<file path="config.mk">
export PLATFORM = sky130hd
export DESIGN_NAME = rank_pifo_flat
export DESIGN_NICKNAME = d
export VERILOG_FILES = /design/src/rtl/rank_pifo_pkg.sv /design/src/rtl/rank_pifo_if.sv /design/src/rtl/rank_pifo_cell.sv /design/src/rtl/rank_pifo.sv /design/src/flat_wrapper.sv
export SDC_FILE = /design/constraint.sdc
export NUM_CORES = 2
export LEC_CHECK = 0
export CELL_PAD_IN_SITES_DETAIL_PLACEMENT = 1
export CELL_PAD_IN_SITES_GLOBAL_PLACEMENT = 2
export CORE_UTILIZATION = 41
export DETAILED_ROUTE_END_ITERATION = 10
export PLACE_DENSITY = 0.8
export SKIP_CTS_REPAIR_TIMING = 1
export SLEW_MARGIN = 25
export SYNTH_ARGS = -nofsm -noshare
export SYNTH_HDL_FRONTEND = slang
export SYNTH_SLANG_ARGS = --single-unit
export TNS_END_PERCENT = 1
</file>
<file path="constraint.sdc">
create_clock -name clk -period 6.3 [get_ports clk]
set_input_delay 1.575 -clock clk [delete_from_list [all_inputs] [get_ports clk]]
set_output_delay 1.575 -clock clk [all_outputs]
set_load 0.01 [all_outputs]
</file>
<file path="src/rtl/rank_pifo_pkg.sv">
// Shared definitions for the rank pipe / rank PIFO pair: default field widths,
// the packed storage entry and the per-slot update selector.
package rank_pifo_pkg;

    localparam int PIFO_RANK_WIDTH = 16;
    localparam int PIFO_META_WIDTH = 16;
    localparam int PIFO_DEPTH      = 16;

    typedef struct packed {
        logic                       valid;
        logic [PIFO_RANK_WIDTH-1:0] rank;
        logic [PIFO_META_WIDTH-1:0] meta;
    } pifo_entry_t;

    typedef enum logic [1:0] {
        SEL_HOLD,
        SEL_SHIFT_UP,
        SEL_SHIFT_DOWN,
        SEL_NEW
    } cell_sel_e;

    function automatic pifo_entry_t makeEntry(input logic [PIFO_RANK_WIDTH-1:0] rank,
                                              input logic [PIFO_META_WIDTH-1:0] meta);
        pifo_entry_t e;
        e.valid = 1'b1;
        e.rank  = rank;
        e.meta  = meta;
        return e;
    endfunction

endpackage

</file>
<file path="src/rtl/rank_pifo_if.sv">
// Bundle of the rank pipe pull handshake and the dequeue/status side of the PIFO.
// The PIFO uses the slave view; whoever feeds ranks and pops the head uses master.
interface rank_pifo_if import rank_pifo_pkg::*; #(
    parameter int RANK_WIDTH = PIFO_RANK_WIDTH,
    parameter int META_WIDTH = PIFO_META_WIDTH,
    parameter int DEPTH      = PIFO_DEPTH,
    parameter int CNT_WIDTH  = $clog2(DEPTH + 1)
);

    logic                  in_valid;
    logic [RANK_WIDTH-1:0] in_rank;
    logic [META_WIDTH-1:0] in_meta;
    logic                  in_remove;
    logic                  deq;
    logic                  deq_valid;
    logic [RANK_WIDTH-1:0] deq_rank;
    logic [META_WIDTH-1:0] deq_meta;
    logic [CNT_WIDTH-1:0]  count;
    logic                  full;

    modport master (
        output in_valid, in_rank, in_meta, deq,
        input  in_remove, deq_valid, deq_rank, deq_meta, count, full
    );

    modport slave (
        input  in_valid, in_rank, in_meta, deq,
        output in_remove, deq_valid, deq_rank, deq_meta, count, full
    );

endinterface

</file>
<file path="src/rtl/rank_pifo_cell.sv">
// One storage slot of the sorted PIFO. The slot only needs to know whether it and
// its neighbours hold ranks <= the incoming rank; because the array is sorted that
// compare vector is a thermometer code, which pins down the insert position locally.
module rank_pifo_cell import rank_pifo_pkg::*; #(
    parameter bit IS_HEAD = 1'b0
) (
    input  logic        clk,
    input  logic        rst,
    input  logic        selfLe_i,
    input  logic        lowerLe_i,
    input  logic        upperLe_i,
    input  pifo_entry_t lowerEntry_i,
    input  pifo_entry_t upperEntry_i,
    input  pifo_entry_t newEntry_i,
    input  logic        insert_i,
    input  logic        dequeue_i,
    output pifo_entry_t entry_o
);

    cell_sel_e   sel;
    pifo_entry_t entry_d;
    pifo_entry_t entry_q;

    // Choose the slot update; with insert+dequeue the new entry lands one below its insert-only position.
    always_comb begin
        sel = SEL_HOLD;
        if (insert_i && dequeue_i) begin
            if (upperLe_i) begin
                sel = SEL_SHIFT_DOWN;
            end else if (selfLe_i || IS_HEAD) begin
                sel = SEL_NEW;
            end
        end else if (insert_i) begin
            if (!selfLe_i) begin
                sel = (IS_HEAD || lowerLe_i) ? SEL_NEW : SEL_SHIFT_UP;
            end
        end else if (dequeue_i) begin
            sel = SEL_SHIFT_DOWN;
        end
    end

    // Next-state mux for the slot contents.
    always_comb begin
        entry_d = entry_q;
        case (sel)
            SEL_SHIFT_UP:   entry_d = lowerEntry_i;
            SEL_SHIFT_DOWN: entry_d = upperEntry_i;
            SEL_NEW:        entry_d = newEntry_i;
            default:        entry_d = entry_q;
        endcase
    end

    // Slot register; reset clears the valid bit and the payload so empty slots read zero.
    always_ff @(posedge clk) begin
        if (rst) begin
            entry_q <= '0;
        end else begin
            entry_q <= entry_d;
        end
    end

    assign entry_o = entry_q;

endmodule

</file>
<file path="src/rtl/rank_pifo.sv">
// Register-based sorted PIFO fed by the rank pipe. Entries are kept sorted by
// ascending rank with arrival order as tie-break; slot 0 is the head and drives
// the dequeue outputs directly.
module rank_pifo import rank_pifo_pkg::*; #(
    parameter int RANK_WIDTH = PIFO_RANK_WIDTH,
    parameter int META_WIDTH = PIFO_META_WIDTH,
    parameter int DEPTH      = PIFO_DEPTH,
    parameter int CNT_WIDTH  = $clog2(DEPTH + 1)
) (
    input logic       clk,
    input logic       rst,
    rank_pifo_if.slave bus
);

    pifo_entry_t          cellEntry  [DEPTH];
    pifo_entry_t          lowerEntry [DEPTH];
    pifo_entry_t          upperEntry [DEPTH];
    pifo_entry_t          newEntry;
    logic [DEPTH:0]       rankLe;
    logic [DEPTH-1:0]     lowerLe;
    logic                 accept;
    logic                 doDeq;
    logic                 isFull;
    logic [CNT_WIDTH-1:0] count_d;
    logic [CNT_WIDTH-1:0] count_q;

    // Position compare vector; the extra top bit stands for the empty slot above the array.
    always_comb begin
        rankLe = '0;
        for (int k = 0; k < DEPTH; k++) begin
            rankLe[k] = cellEntry[k].valid && (cellEntry[k].rank <= bus.in_rank);
        end
    end

    // Neighbour views for every slot; the ends see an empty entry.
    always_comb begin
        for (int k = 0; k < DEPTH; k++) begin
            lowerEntry[k] = '0;
            upperEntry[k] = '0;
        end
        for (int k = 1; k < DEPTH; k++) begin
            lowerEntry[k] = cellEntry[k-1];
        end
        for (int k = 0; k < DEPTH - 1; k++) begin
            upperEntry[k] = cellEntry[k+1];
        end
    end

    assign lowerLe  = {rankLe[DEPTH-2:0], 1'b0};
    assign newEntry = makeEntry(bus.in_rank, bus.in_meta);
    assign doDeq    = bus.deq && cellEntry[0].valid;
    assign isFull   = (count_q == CNT_WIDTH'(DEPTH));
    assign accept   = bus.in_valid && (!isFull || doDeq);

    for (genvar i = 0; i < DEPTH; i++) begin : g_cell
        rank_pifo_cell #(
            .IS_HEAD (i == 0)
        ) u_cell (
            .clk          (clk),
            .rst          (rst),
            .selfLe_i     (rankLe[i]),
            .lowerLe_i    (lowerLe[i]),
            .upperLe_i    (rankLe[i+1]),
            .lowerEntry_i (lowerEntry[i]),
            .upperEntry_i (upperEntry[i]),
            .newEntry_i   (newEntry),
            .insert_i     (accept),
            .dequeue_i    (doDeq),
            .entry_o      (cellEntry[i])
        );
    end

    // Occupancy moves only when exactly one of insert/dequeue happens.
    always_comb begin
        count_d = count_q;
        case ({accept, doDeq})
            2'b10:   count_d = count_q + 1'b1;
            2'b01:   count_d = count_q - 1'b1;
            default: count_d = count_q;
        endcase
    end

    // Occupancy register.
    always_ff @(posedge clk) begin
        if (rst) begin
            count_q <= '0;
        end else begin
            count_q <= count_d;
        end
    end

    assign bus.in_remove = accept && !rst;
    assign bus.deq_valid = cellEntry[0].valid;
    assign bus.deq_rank  = cellEntry[0].rank;
    assign bus.deq_meta  = cellEntry[0].meta;
    assign bus.count     = count_q;
    assign bus.full      = isFull;

endmodule
</file>
<file path="src/flat_wrapper.sv">
// flat-port wrapper written by rule: the top's interface ports become plain ports
module rank_pifo_flat import rank_pifo_pkg::*;
#(
    parameter int RANK_WIDTH = PIFO_RANK_WIDTH,
    parameter int META_WIDTH = PIFO_META_WIDTH,
    parameter int DEPTH      = PIFO_DEPTH,
    parameter int CNT_WIDTH  = $clog2(DEPTH + 1)
)
  (clk, rst, bus_in_valid, bus_in_rank, bus_in_meta, bus_deq, bus_in_remove, bus_deq_valid, bus_deq_rank, bus_deq_meta, bus_count, bus_full);
  rank_pifo_if #(.RANK_WIDTH(RANK_WIDTH), .META_WIDTH(META_WIDTH), .DEPTH(DEPTH), .CNT_WIDTH(CNT_WIDTH)) bus_i ();
  input logic clk;
  input logic rst;
  input wire logic [$bits(bus_i.in_valid)-1:0] bus_in_valid;
  input wire logic [$bits(bus_i.in_rank)-1:0] bus_in_rank;
  input wire logic [$bits(bus_i.in_meta)-1:0] bus_in_meta;
  input wire logic [$bits(bus_i.deq)-1:0] bus_deq;
  output wire logic [$bits(bus_i.in_remove)-1:0] bus_in_remove;
  output wire logic [$bits(bus_i.deq_valid)-1:0] bus_deq_valid;
  output wire logic [$bits(bus_i.deq_rank)-1:0] bus_deq_rank;
  output wire logic [$bits(bus_i.deq_meta)-1:0] bus_deq_meta;
  output wire logic [$bits(bus_i.count)-1:0] bus_count;
  output wire logic [$bits(bus_i.full)-1:0] bus_full;
  assign bus_i.in_valid = bus_in_valid;
  assign bus_i.in_rank = bus_in_rank;
  assign bus_i.in_meta = bus_in_meta;
  assign bus_i.deq = bus_deq;
  assign bus_in_remove = bus_i.in_remove;
  assign bus_deq_valid = bus_i.deq_valid;
  assign bus_deq_rank = bus_i.deq_rank;
  assign bus_deq_meta = bus_i.deq_meta;
  assign bus_count = bus_i.count;
  assign bus_full = bus_i.full;
  rank_pifo #(.RANK_WIDTH(RANK_WIDTH), .META_WIDTH(META_WIDTH), .DEPTH(DEPTH), .CNT_WIDTH(CNT_WIDTH)) u_core (.clk(clk), .rst(rst), .bus(bus_i));
endmodule
</file>
# Word level (Yosys, flattened, before mapping)
# Index checks and enable logic that the tools add are counted.
# W data, S select, Z words.
[word_totals] register_bits=533 output_inout_bits=40 wordCells=269
[classes] n_reduce_logical=40 eq_ne=51 mux=111 magnitude_cmp=16 addsub=2
[ops] operator="$pmux W33 S3" n=16
[ops] operator="$le A16 B16 Y1" n=16
[ops] operator="$mux W2" n=93
[ops] operator="$eq A2 B2 Y1 const B" n=33
[ops] operator="$reduce_bool A3 Y1" n=16
[ops] operator="$eq A2 B1 Y1 const B" n=17
[ops] operator="$logic_and A1 B1 Y1" n=20
[ops] operator="$pmux W5 S2" n=1
[ops] operator="$add A5 B1 Y5 const B" n=1
[ops] operator="$eq A5 B5 Y1 const B" n=1
[ops] operator="$sub A5 B1 Y5 const B" n=1
[ops] operator="$logic_not A1 Y1" n=2
[ops] operator="$reduce_bool A2 Y1" n=1
[ops] operator="$logic_or A1 B1 Y1" n=1
[ops] operator="$mux W1" n=1

# Logic depth before layout (Yosys ltp)
[logic_depth] ltp_word=8 ltp_mapped=15 ltp_nobuf=14

# Cells and area by module
# From an unflattened synthesis, not the netlist that was laid out.
[hier_totals] hier_cells=4951 hier_area_um2=38992.4
[by_module_without_submodules] module="rank_pifo_cell at u_core.g_cell[10].u_cell ..." area_per_inst_um2=2072.0 seq_area_each_um2=660.6 instances=15 cells_per_inst=267
[by_module_without_submodules] module="rank_pifo" area_per_inst_um2=6085.8 seq_area_each_um2=100.1 instances=1 cells_per_inst=747
[by_module_without_submodules] module="rank_pifo_cell at u_core.g_cell[0].u_cell" area_per_inst_um2=1826.8 seq_area_each_um2=660.6 instances=1 cells_per_inst=199

# Worst setup path after synthesis
# No wires, ideal clock.
[synth_timing] path_kind="input to register" startpoint="in bus_in_rank[13]" endpoint="reg u_core.g_cell[4].u_cell.entry_q, in the netlist u_core.g_cell[4].u_cell.entry_o[10]" t_arrival_ns=4.789 required_ns=6.181 stages=14 setup_time_ns=0.119 path_buffers=4 path_slack_ns=1.392 path_cell_list="clkbuf_1 -> clkbuf_1 -> inv_1 -> ha_1 -> nand4_1 -> or4_1 -> a21oi_1 -> nor3_1 -> a211oi_2 -> a22o_1 -> buf_6 -> buf_6 -> mux2_4 -> o221a_1"
[synth_between] elab_chain_cells=8
[synth_rtl] item="start: declaration" line_no="flat_wrapper.sv:14" text="input wire logic [$bits(bus_i.in_rank)-1:0] bus_in_rank;"
[synth_rtl] item="$le A16 B16 Y1" line_no="rank_pifo.sv:31" text="rankLe[k] = cellEntry[k].valid && (cellEntry[k].rank <= bus.in_rank);"
[synth_rtl] item="$logic_and A1 B1 Y1" line_no="rank_pifo.sv:31"
[synth_rtl] item="$mux W2" line_no="rank_pifo_cell.sv:35" text="sel = (IS_HEAD || lowerLe_i) ? SEL_NEW : SEL_SHIFT_UP;"
[synth_rtl] item="$mux W2" line_no="rank_pifo_cell.sv:34" text="if (!selfLe_i) begin"
[synth_rtl] item="$mux W2" line_no="rank_pifo_cell.sv:33" text="end else if (insert_i) begin"
[synth_rtl] item="$mux W2 *" line_no="rank_pifo_cell.sv:27" text="if (insert_i && dequeue_i) begin"
[synth_rtl] item="$eq A2 B2 Y1 / $eq A2 B1 Y1 (equally long branches)" line_no="rank_pifo_cell.sv:45" text="case (sel)"
[synth_rtl] item="$pmux W33 S3 / $reduce_bool A3 Y1 (equally long branches)"
[synth_rtl] item="end signal: assignment" line_no="rank_pifo_cell.sv:58" text="entry_q <= entry_d;"
[synth_rtl] item="end: declaration" line_no="rank_pifo_cell.sv:22" text="pifo_entry_t entry_q;"
# Every way passes the cells marked *; elsewhere a longest branch is shown, timed or not.
# A chain may end at the register's enable or synchronous reset.

# Final worst setup path
[layout_timing] startpoint="in bus_in_rank[13]" endpoint="reg u_core.g_cell[4].u_cell.entry_q, in the netlist u_core.g_cell[4].u_cell.entry_o[2]"
# Same word-level chain as after synthesis.

==> results.rst <==
.. list-table::
   :header-rows: 1

   * - Metric
     - Value
   * - Result of the run
     - completed
   * - CORE AREA
     - 0.0794 sq mm
   * - Die H
     - 286 um
   * - Highest Clock Rate
     - 188 MHz
   * - Post-DP HPWL
     - 82200 um
   * - Clock sink count
     - 533
   * - Cell breakdown of the critical path
     - clkdlybuf4s50_1 -> inv_1 -> ha_1 -> nand4_1 -> nor3_2 -> nor3b_2 -> a211o_1 -> and2_1 -> a22o_2 -> buf_4 -> mux2_2 -> o221a_2
   * - Number of nets in the layout
     - 3791
   * - Worst slew margin relative to its limit
     - 26.0%
   * - Overflow left after global routing
     - 0
   * - Most used standard cell by instance count after synthesis
     - sky130_fd_sc_hd__dfxtp_1
   * - Clock Pin Slew Worst Setup and Hold Paths
     - 60 ps
   * - Width of the die
     - 286 um
   * - Final cycle utilization of the critical path
     - 84.5%
   * - WP data required
     - 6840 ps
   * - Final cell count without fillers
     - 4594
   * - Global-route wire length before repair
     - 177000 um
   * - Number of design rule violations left after detail routing
     - 0
   * - Total number of yosys warnings
     - 0
   * - Die Outline Area
     - 0.0819 sq mm
   * - Routed WL per cell
     - 24.2 um
   * - Static power due to leakage
     - 0.0152 uW
   * - Synth Flop Type
     - sky130_fd_sc_hd__dfxtp_1
   * - Seq. cell area
     - 0.0107 sq mm
   * - Sequential share of the synthesized area
     - 32.2%
   * - Largest area contributor in the synthesized netlist
     - sky130_fd_sc_hd__dfxtp_1
   * - Crit Path Category
     - in -> reg
   * - Detail Route Antenna Nets
     - 0
   * - Number of buffers between clock root and the deepest sink
     - 3
   * - CTS H-tree depth
     - 2
   * - Cell row count
     - 103
   * - Cell types with the largest area share after synthesis
     - sky130_fd_sc_hd__dfxtp_1, sky130_fd_sc_hd__mux2i_1, sky130_fd_sc_hd__ha_1
   * - M1 GR Usage
     - 33.7%
   * - Number of synthesized flops with an enable pin
     - 0
   * - Ratio of cells with drive above 1 in the final layout
     - 9.85%
   * - Number of hold violations in the final report
     - 0
   * - Number of setup violations in the final report
     - 0
   * - Post-DR vias/cell
     - 6.26
   * - Final number of max-transition violations
     - 0
   * - Starting density of the core
     - 41.7%
   * - Synth-to-layout area growth
     - 10.9%
   * - Count of boundary I/O pins
     - 76
   * - Met2 track demand over resource
     - 46.4%
   * - Mapped Cells
     - 3597
   * - Setup total negative slack
     - 0 ps
   * - Setup repair after global routing missed its margin
     - false
   * - IR drop worst, VDD
     - 0.248 mV
   * - Number of buffers created by CTS
     - 61
   * - Number of unique standard cell types used by synthesis
     - 90
   * - Maximum number of pins on one net before global-route repair
     - 190
   * - Setup crit start kind
     - primary input
   * - First-pass DRT Iterations
     - 5
   * - Max stage delay cell, worst path
     - sky130_fd_sc_hd__inv_1
   * - Aggregate routed wire length
     - 111000 um
   * - Root Buffer
     - sky130_fd_sc_hd__clkbuf_16
   * - Critical path's largest stage delay
     - 720 ps
   * - Syn nets
     - 3895
   * - Number of fill cells in the layout
     - 8953
   * - Number of global-route vias before repair
     - 30503
   * - Element type at the critical path end
     - register
   * - Share of synthesized registers carrying an async set or reset
     - 0%
   * - Time the worst path needs with I/O delays and setup
     - 5320 ps
   * - Worst Hold Class
     - reg -> reg
   * - Maximum capacitance violations
     - 0
   * - Slew @ Worst Pin
     - 1110 ps
   * - Aggregate global-route resource usage
     - 26.6%
   * - Peak-usage layer in the global routing report
     - met2
   * - Worst Path Arrival
     - 5860 ps
   * - Mean post-synth cell area
     - 9.21 sq um
   * - Final Skew
     - 13.8 ps
   * - Clock network latency to the later pin of the worst-skew pair
     - 660 ps
   * - Critical-path maximum fanout
     - 17
   * - Post-synthesis instance area
     - 0.0331 sq mm
   * - Power per cell area
     - 361 mW/mm^2
   * - Leading cell types by count after synthesis
     - sky130_fd_sc_hd__dfxtp_1, sky130_fd_sc_hd__mux2i_1, sky130_fd_sc_hd__a21oi_1, sky130_fd_sc_hd__ha_1, sky130_fd_sc_hd__nor2_1
   * - Cells after DPL
     - 4480
   * - Detailed-route via count
     - 28745
   * - Area of combinational cells with multiple inputs
     - 0.0204 sq mm
   * - CTS tree
     - done
   * - Synthesized flop and latch total
     - 533
   * - Iteration-0 DRC count of the detailed router
     - 1650
   * - Weighted congestion reported at the end of routability-driven placement
     - 0.949
   * - Antenna violations before repair
     - 1
   * - Area fraction of the dominant cell type after synthesis
     - 32.2%
   * - Port bufs
     - 75
   * - Global-route met3 utilization
     - 3.38%
## path summary, 6_finish.rpt
path                                         from  slack [ps]                              endpoint  cells past startpoint
min reg2reg  u_core.g_cell[14].u_cell.entry_o[15]         480  u_core.g_cell[15].u_cell.entry_o[15]                      2
max reg2reg                   u_core.bus.count[0]        2060    u_core.g_cell[6].u_cell.entry_o[3]                     12
max                               bus_in_rank[13]         980    u_core.g_cell[4].u_cell.entry_o[2]                     12
min          u_core.g_cell[14].u_cell.entry_o[15]         480  u_core.g_cell[15].u_cell.entry_o[15]                      2
## critical path, delay by kind of cell
family | cells | cell delay [ps]
buffers and inverters | 3 | 1460
and+or+nand+nor | 4 | 1080
AOI/OAI and AO/OA | 3 | 1070
muxes | 1 | 360
adders and majority gates | 1 | 290
## cells by family after synthesis
kind of cell / count (synthesis) / share of synthesized area [%]
fa+ha+maj: 262 / 9.92
xor+xnor: 5 / 0.132
buf+inv: 498 / 6.80
simple gates: 582 / 8.40
flops: 533 / 32.2
mux: 495 / 15.5
compound gates: 1222 / 27.0
## routing by layer
metal	wire length (um)	vias to the layer above
met1	49900	14375
met2	53900	577
met5	0	-
met4	3420	0
li1	-	13587
met3	4180	206
## where the power goes
part | leakage (uW) | switching (uW) | internal [uW]
clock | 0.00105 | 1560 | 2220
combinational | 0.00977 | 2660 | 1880
sequential | 0.00442 | 824 | 4120
## cells in the final DEF (no fill, tap or decap), drive strengths merged, types with 52 or more instances in the layout
cell type,count
a2111oi,65
a211oi,57
a21oi,383
a221oi,109
buf,112
clkbuf,90
clkdlybuf4s50,73
dfxtp,533
ha,261
inv,147
mux2i,461
nand2,101
nor2,259
nor2b,52
o21a,55
o21ai,150
o221ai,256
## through the flow
step           cell area [sq um]  utilization [%]  hold WS [ps]  setup slack [ps]  power (uW)
2_1_floorplan              33100                -           443              1390        8070
3_3_place_gp               34600             43.6           455               433        9240
3_5_place_dp               34600             43.6           475               217        9500
4_1_cts                    36700             46.2           485               839       13300
5_1_grt                    36700             46.2           505               814       14000
6_report                   36700             46.2           481               980       13300
## final cells by class
class                      instances  share of cell area (%)
sequential                       533                    29.1
timing repair buffer             185                    4.59
clock buffer                      90                    4.92
multi-input combinational       2566                    55.5
tap                             1050                    3.58
antenna                            1                 0.00682
clock inverter                    23                   0.804
inverter                         146                    1.51
## state kept, by name, summed over array words and instances (netlist names)
| name | count |
|---|---|
| u_core.g_cell.u_cell.entry_o | 528 |
| u_core.bus.count | 5 |
No activity file was read; power rests on OpenSTA's default activity.
